`src/rtl/param_counter.sv`:
```
// param_counter: parameterised up/down counter with enable prescaler,
// wrap or saturate at the count boundary, and a one-cycle terminal-count
// pulse. Priority per edge is clr > load > count step.
// Optional feature: define PARAM_COUNTER_CAPTURE_EN to add the cap input
// and the cap_q output. On an edge with cap=1, cap_q takes the value q had
// before that edge.
module param_counter #(
    parameter int unsigned     WIDTH    = 4,
    parameter longint unsigned MAX      = (64'd1 << WIDTH) - 64'd1,
    parameter int unsigned     PRESCALE = 1,
    parameter bit              SATURATE = 1'b0
) (
    input  logic             clk,
    input  logic             rst,
    input  logic             clr,
    input  logic             load,
    input  logic [WIDTH-1:0] d,
    input  logic             en,
    input  logic             up,
`ifdef PARAM_COUNTER_CAPTURE_EN
    input  logic             cap,
    output logic [WIDTH-1:0] cap_q,
`endif
    output logic [WIDTH-1:0] q,
    output logic             tc
);

    localparam logic [WIDTH-1:0] MAX_V    = WIDTH'(MAX);
    localparam logic [WIDTH-1:0] ZERO_V   = WIDTH'(0);
    localparam logic [WIDTH-1:0] ONE_V    = WIDTH'(1);
    // The prescaler is 16 bits wide because PRESCALE is at most 65535,
    // so its count never exceeds 65534.
    localparam logic [15:0]      PRE_LAST = 16'(PRESCALE - 1);

    logic [WIDTH-1:0] q_r;
    logic             tc_r;
    logic [15:0]      pre_r;

    logic [WIDTH-1:0] q_nxt_s;
    logic             tc_nxt_s;
    logic [15:0]      pre_nxt_s;
    logic             pre_last_s;
    logic             at_bound_s;
    logic [WIDTH-1:0] step_q_s;
    logic [WIDTH-1:0] load_q_s;

    // Next-state logic: prescaler advance, step value, clr/load priority.
    always_comb begin
        q_nxt_s    = q_r;
        tc_nxt_s   = 1'b0;
        pre_nxt_s  = pre_r;
        pre_last_s = (pre_r == PRE_LAST);
        at_bound_s = up ? (q_r == MAX_V) : (q_r == ZERO_V);
        step_q_s   = q_r;
        load_q_s   = (d > MAX_V) ? MAX_V : d;

        // Value q would take if a step happened this edge.
        if (up) begin
            if (at_bound_s) begin
                step_q_s = SATURATE ? q_r : ZERO_V;
            end else begin
                step_q_s = q_r + ONE_V;
            end
        end else begin
            if (at_bound_s) begin
                step_q_s = SATURATE ? q_r : MAX_V;
            end else begin
                step_q_s = q_r - ONE_V;
            end
        end

        if (clr) begin
            q_nxt_s   = ZERO_V;
            pre_nxt_s = 16'd0;
            tc_nxt_s  = 1'b0;
        end else if (load) begin
            q_nxt_s   = load_q_s;
            pre_nxt_s = 16'd0;
            tc_nxt_s  = 1'b0;
        end else if (en) begin
            if (pre_last_s) begin
                pre_nxt_s = 16'd0;
                q_nxt_s   = step_q_s;
                tc_nxt_s  = at_bound_s;
            end else begin
                pre_nxt_s = pre_r + 16'd1;
                q_nxt_s   = q_r;
                tc_nxt_s  = 1'b0;
            end
        end else begin
            pre_nxt_s = pre_r;
            q_nxt_s   = q_r;
            tc_nxt_s  = 1'b0;
        end
    end

    // State registers: count, prescaler and terminal-count pulse.
    always_ff @(posedge clk or posedge rst) begin
        if (rst) begin
            q_r   <= ZERO_V;
            tc_r  <= 1'b0;
            pre_r <= 16'd0;
        end else begin
            q_r   <= q_nxt_s;
            tc_r  <= tc_nxt_s;
            pre_r <= pre_nxt_s;
        end
    end

    assign q  = q_r;
    assign tc = tc_r;

`ifdef PARAM_COUNTER_CAPTURE_EN
    logic [WIDTH-1:0] cap_q_r;

    // Snapshot of the pre-edge count, unaffected by clr, load and en.
    always_ff @(posedge clk or posedge rst) begin
        if (rst) begin
            cap_q_r <= ZERO_V;
        end else if (cap) begin
            cap_q_r <= q_r;
        end else begin
            cap_q_r <= cap_q_r;
        end
    end

    assign cap_q = cap_q_r;
`endif

endmodule

```
`config.mk`:
```
export PLATFORM = sky130hd
export DESIGN_NAME = param_counter
export DESIGN_NICKNAME = d
export VERILOG_FILES = /design/src/rtl/param_counter.sv
export SDC_FILE = /design/constraint.sdc
export NUM_CORES = 1
export LEC_CHECK = 0
export CORE_ASPECT_RATIO = 0.75
export CORE_MARGIN = 2
export CORE_UTILIZATION = 50
export DETAILED_ROUTE_END_ITERATION = 10
export PLACE_DENSITY = 0.83
export SYNTH_ARGS = -nofsm -noshare
export SYNTH_HDL_FRONTEND = slang
export SYNTH_SLANG_ARGS = --single-unit
```
`constraint.sdc`:
```
create_clock -name clk -period 3.6 [get_ports clk]
set_input_delay 0.36 -clock clk [delete_from_list [all_inputs] [get_ports clk]]
set_output_delay 0.36 -clock clk [all_outputs]
set_load 0.005 [all_outputs]
```
==> out/results.tsv, run 1 <==
stage	metric	value	unit
worst_setup_path	path_cells	inv_1 -> ha_1 -> nor4b_4 -> nand4_2 -> o21ai_2 -> mux2i_1	
place	hpwl	2310	um
place	io_buffers	14	
global_routing	antenna_found_initial	0	
sta	skew	0.00529	ns
worst_setup_path	crit_type	flop to flop	
clock_tree	ctsHoldBuffers	0	
power_and_ir_drop	vdd_drop_max	0.206	mV
status	status	complete, no violations	
sta	worst_pin_slew	0.790	ns
worst_setup_path	cpPeakStageDelay	0.62	ns
worst_setup_path	worstPathRequired	3.78	ns
synthesis	netlist_instances	152	
global_routing	use_met1	28.6	%
clock_tree	worst_skew_pair.late_latency	0.26	ns
floorplan	coreArea	2620	um^2
synthesis	synth_area	1390	um^2
synthesis	ys_types	44	
synthesis	ys_warn_count	0	
run	drv_cap	0	
final_layout	nNetsFinal	179	
synthesis	synth-edff-count	0	
power_and_ir_drop	clkPwrFrac	32.4	%
power_and_ir_drop	p_per_area	299	nW/um^2
clock_tree	post_cts_buffers	0	
synthesis	async_reset_ff_share	100	%
global_routing	grt_overflow	0	
final_layout	fin_cells	200	
detailed_routing	vias	1236	
global_routing	track_usage	20.8	%
floorplan	start_util	53.1	%
synthesis	syn_nets	166	
synthesis	synthTopCellsByCount	dfrtp_1 (21), nand2_1 (12), nor2_1 (11), a21oi_1 (9), inv_1 (9)	
detailed_routing	wl_per_cell	15.2	um
floorplan	die_h	49.7	um
global_routing	grt_pass1_vias	1134	
clock_tree	clock-sinks	21	
clock_tree	cts.clk_slew.worst_paths	0.07	ns
synthesis	synth.most_common_cell	dfrtp_1	
sta	rsz0062_at_grt	no	
floorplan	rows	16	
global_routing	grt_use_met3	5.71	%
place	dp_cells	196	
clock_tree	cts_max_level	1	
detailed_routing	wirelength	3050	um
floorplan	die_x	65.0	um
sta	period_needed	2.17	ns
global_routing	grt_pass1_wl	5190	um
synthesis	synth_top_area_cell	dfrtp_1	
power_and_ir_drop	p_leak	0.633	nW
worst_setup_path	slowest_stage	o21ai_2	
synthesis	yosys_most_used_dff	dfrtp_1	
clock_tree	cts_resized	0	
clock_tree	cts.path.max_buffers	2	
floorplan	die_area	3230	um^2
global_routing	use_met2	31.8	%
final_layout	drive_above_1_share	9.15	%
final_layout	antenna_cells	0	
synthesis	synth_top_area_share	37.7	%
sta	timing.fmax	461	MHz
detailed_routing	drc	0	
sta	finalSetupTns	0	ns
power_and_ir_drop	p_seq_share	52.7	%
hold_path	hp-class	input port to async pin	
sta	finalHoldViolations	0	
synthesis	synth_area_leaders	dfrtp_1 (38%), ha_1 (3.6%), a21oi_1 (3.2%), nand2_1 (3.2%), xor2_1 (3.1%)	
clock_tree	numCtsBuffers	3	
synthesis	yosysSeqAreaShare	37.7	%
power_and_ir_drop	p_sw	0.000119	W
final_layout	post-route-util	60.4	%
sta	fin_crit_sh	60.3	%
detailed_routing	ant_nets	0	
global_routing	grt_max_degree	22	
global_routing	busiest_layer	met2	
worst_setup_path	end_kind	flop	
clock_tree	cts-root-buf	clkbuf_8	
sta	slew_viol_final	0	
final_layout	synthToLayoutAreaGrowth	13.6	%
synthesis	avgSynthCellArea	9.17	um^2
detailed_routing	vias_per_cell	6.18	
power_and_ir_drop	power_frac_comb	14.9	%
place	gp_congestion	0.837	
detailed_routing	drtIter0Drc	62	
worst_setup_path	crit_fanout	15	
floorplan	num_io_pins	15	
synthesis	ys_ff_latch	21	
detailed_routing	drt_pass1_iterations	4	
power_and_ir_drop	switching_share	25.2	%
clock_tree	cts_tree	built	
worst_setup_path	crit_arrival	2.35	ns
sta	setup_viol	0	
sta	slew_headroom	47.3	%
worst_setup_path	critPathLaunchType	flop	
power_and_ir_drop	intPower	0.000355	W
-- worst paths after layout --
path,start,endpoint,slack (ns),depth (start not counted)
worst max-delay path,pre_r[0],q[0],1.43,6
worst max register to register,pre_r[0],q[0],1.43,6
worst min register to register,pre_r[1],pre_r[1],0.60,2
worst min-delay path,rst,q[0],0.56,2
min in group clk,pre_r[1],pre_r[1],0.60,2
max in group asynchronous,rst,pre_r[13],2.55,2
-- power groups by stage --
| stage | combinational (W) | clock, W | sequential (W) |
|---|---|---|---|
| after floorplan | 0.0000427 | 0 | 0.000252 |
| after global placement | 0.0000676 | 0 | 0.000254 |
| after detailed placement | 0.0000709 | 0 | 0.000254 |
| after CTS | 0.0000711 | 0.000158 | 0.000249 |
| after global routing | 0.0000783 | 0.000168 | 0.000251 |
| final | 0.0000709 | 0.000153 | 0.000250 |
-- flip-flops by register name, indices dropped and copies added (netlist names) --
signal  flops
pre_r      16
q           4
tc          1
-- final cells by class --
type	instances	area, um^2
repair buffers	14	140
clock buffers	4	45.0
inverters	9	33.8
well taps	36	45.0
multi-input cells	116	795
fillers	230	1040
flip-flops and latches	21	526
-- cells by family (layout without fill, tap and decap cells) --
group	count (synthesis)	after routing	share of synthesized area (%)
adders and majority gates	4	4	3.59
muxes	3	3	2.15
buffers and inverters	15	27	5.30
and+or+nand+nor	70	70	31.8
DFF	21	21	37.7
xor gates and xnor gates	9	9	5.65
AOI/OAI and AO/OA	30	30	13.8
-- metal layers --
metal	routed length, um	vias to the layer above
met4	38	0
met3	215	7
li1	-	592
met2	1370	40
met1	1420	597
met5	0	-
-- through the flow --
| stage | hold slack, ns | setup WS [ns] | area [um^2] | power (W) |
|---|---|---|---|---|
| after global routing | 0.631 | 1.21 | 1580 | 0.000498 |
| after CTS | 0.591 | 1.41 | 1580 | 0.000478 |
| final | 0.559 | 1.43 | 1580 | 0.000474 |
| after floorplan | 0.337 | 1.94 | 1390 | 0.000295 |
| after detailed placement | 0.587 | 1.33 | 1540 | 0.000325 |
| after global placement | 0.567 | 1.38 | 1540 | 0.000321 |
-- worst max-delay path: cells and delay by family (launching register included) --
| kind | cells | cell delay [ns] |
|---|---|---|
| AO/OA/AOI/OAI | 1 | 0.62 |
| AND/OR/NAND/NOR | 2 | 0.47 |
| flip-flops | 1 | 0.43 |
| multiplexers | 1 | 0.27 |
| adder cells (fa/ha/maj) | 1 | 0.20 |
| buffers and inverters | 1 | 0.11 |
-- cell usage in the layout (no fill, tap or decap), drive strengths merged, types with 4 or more instances in the layout --
cell type and count:
dfrtp 21, clkdlybuf4s50 14, nand2 12, nor2 11
inv 9, a21oi 9, nand3 8, o21ai 8
or3 7, nand4 7, nor4 6, xor2 5
xnor2 4, ha 4, nor4b 4, clkbuf 4
and4 4
Power figures use the tool's default switching activity.
==> run 2: changes to the inputs <==
Settings changed: PLACE_DENSITY 0.83 to 0.86.
Clock period 3.6 ns to 1.8 ns, I/O delays scaled along.
==> run 2 against run 1 <==
Compared with the run above:
- non-clock buffer count rose by 26
- register-to-register slack got worse by 1.4 ns
- via count up 9.8%
- core utilization grew 8.8 points
- maximum frequency rose by 22%
- worst setup slack got worse by 1.4 ns
- count of clock-buffer cells in the layout unchanged
- critical endpoint is now tc
- largest cell class unchanged
==> out/results.tsv, run 2 (synthesis gave the netlist of run 1 again) <==
stage	metric	value	unit
detailed_routing	drtIter0Drc	88	
power_and_ir_drop	p_per_area	552	nW/um^2
detailed_routing	drc	0	
sta	slew_headroom	70.1	%
power_and_ir_drop	vdd_drop_max	0.316	mV
global_routing	grt_max_degree	22	
sta	finalHoldViolations	0	
final_layout	post-route-util	69.2	%
global_routing	grt_pass1_vias	1377	
final_layout	top_register	pre_r	
sta	setup_viol	0	
clock_tree	clock-sinks	21	
final_layout	antenna_cells	0	
detailed_routing	vias	1357	
floorplan	start_util	53.1	%
clock_tree	cts.clk_slew.worst_paths	0.07	ns
worst_setup_path	cpPeakStageDelay	0.46	ns
clock_tree	worst_skew_pair.late_latency	0.25	ns
detailed_routing	wl_per_cell	17.5	um
sta	period_needed	1.78	ns
detailed_routing	vias_per_cell	6.00	
place	io_buffers	14	
worst_setup_path	critPathLaunchType	flop	
floorplan	num_io_pins	15	
worst_setup_path	slowest_stage	or3b_2	
final_layout	synthToLayoutAreaGrowth	30.3	%
worst_setup_path	crit_family	simple AND/OR/NAND/NOR gates	
global_routing	grt_pass1_wl	6560	um
sta	skew	0.00354	ns
sta	fin_crit_sh	98.7	%
final_layout	final_area	1820	um^2
final_layout	drive_above_1_share	25.8	%
worst_setup_path	path_buf_inv	1	
status	status	complete, no violations	
floorplan	die_area	3230	um^2
worst_setup_path	crit_type	flop to flop	
run	drv_cap	0	
place	hpwl	2910	um
final_layout	nNetsFinal	205	
sta	finalSetupTns	0	ns
power_and_ir_drop	p_leak	0.752	nW
clock_tree	cts_tree	built	
detailed_routing	drt_pass1_iterations	4	
clock_tree	cts_max_level	1	
final_layout	layout_commonest_cell	buf_4	
floorplan	coreArea	2620	um^2
global_routing	antenna_found_initial	0	
worst_setup_path	crit_fanout	2	
final_layout	layout_common_cells	buf_4 (25), dfrtp_1 (20), clkdlybuf4s50_1 (14), nand2_1 (12), nor2_1 (11)	
sta	worst_pin_slew	0.442	ns
sta	rsz0062_at_grt	yes	
clock_tree	ctsHoldBuffers	0	
place	dpl_cell_area	1710	um^2
worst_setup_path	crit_arrival	1.91	ns
detailed_routing	ant_nets	0	
sta	timing.fmax	563	MHz
place	dp_cells	219	
clock_tree	cts.path.max_buffers	2	
floorplan	die_x	65.0	um
clock_tree	cts-root-buf	clkbuf_8	
worst_setup_path	worstPathRequired	1.93	ns
global_routing	grt_overflow	0	
clock_tree	numCtsBuffers	3	
floorplan	die_h	49.7	um
final_layout	fin_cells	226	
worst_setup_path	end_kind	flop	
final_layout	largest_reg_flops	16	
sta	slew_viol_final	0	
worst_setup_path	path_cells	inv_1 -> ha_2 -> or3b_2 -> o21ai_1 -> nand3_1 -> nor4_1	
hold_path	hp-class	input port to async pin	
place	gp_congestion	0.945	
detailed_routing	wirelength	3950	um
sta	holdWs	0.257	ns
floorplan	rows	16	
global_routing	track_usage	26.3	%
run 2: cell type report:
type	instances	area (um^2)
tap	36	45.0
multi-input combinational	116	826
timing repair buffer	40	339
inverter	9	33.8
sequential	21	527
fill	210	807
clock buffer	4	45.0
run 2: timing repair:
action | 4_1_cts | 5_1_grt
resized for setup | 1 | 12
buffers inserted | 1 | 3
pin swaps | 0 | 2
setup endpoints to repair | 2 | 11
run 2: final timing paths:
path	startpoint	end	slack [ns]	depth (start not counted)
worst max-delay path	q[0]	tc	0.02	6
worst min-delay path	rst	q[1]	0.26	3
worst max register to register	q[0]	tc	0.02	6
worst min register to register	pre_r[10]	tc	0.62	3
max in group asynchronous	rst	pre_r[1]	1.31	3
min in group clk	d[3]	q[3]	0.51	3
run 2: metrics by stage:
stage | setup slack (ns) | total power (W)
4_1_cts | 0.00539 | 0.00100
6_report | 0.0236 | 0.00100
5_1_grt | -0.0223 | 0.00105
2_1_floorplan | 0.140 | 0.000590
3_3_place_gp | 0.00149 | 0.000690
3_5_place_dp | -0.0203 | 0.000698
run 2: power by group:
part	leakage, nW	switching [W]	internal (W)
combinational	0.442	0.000102	0.000111
clock	0.0228	0.000144	0.000157
sequential	0.288	0.00000733	0.000481
total	0.752	0.000253	0.000749
run 2: worst min-delay path, cell delays in order:
cell and delay (ns):
clkdlybuf4s50_1 0.40, inv_1 0.05, buf_4 0.27
run 2: metal layers:
metal  share of wire [%]  wire (um)  GRT usage, %
met3                 4.8        190          6.39
met5                   0          0             0
met1                  47       1860          35.6
met2                  47       1850          42.8
met4                 1.0         40          5.67
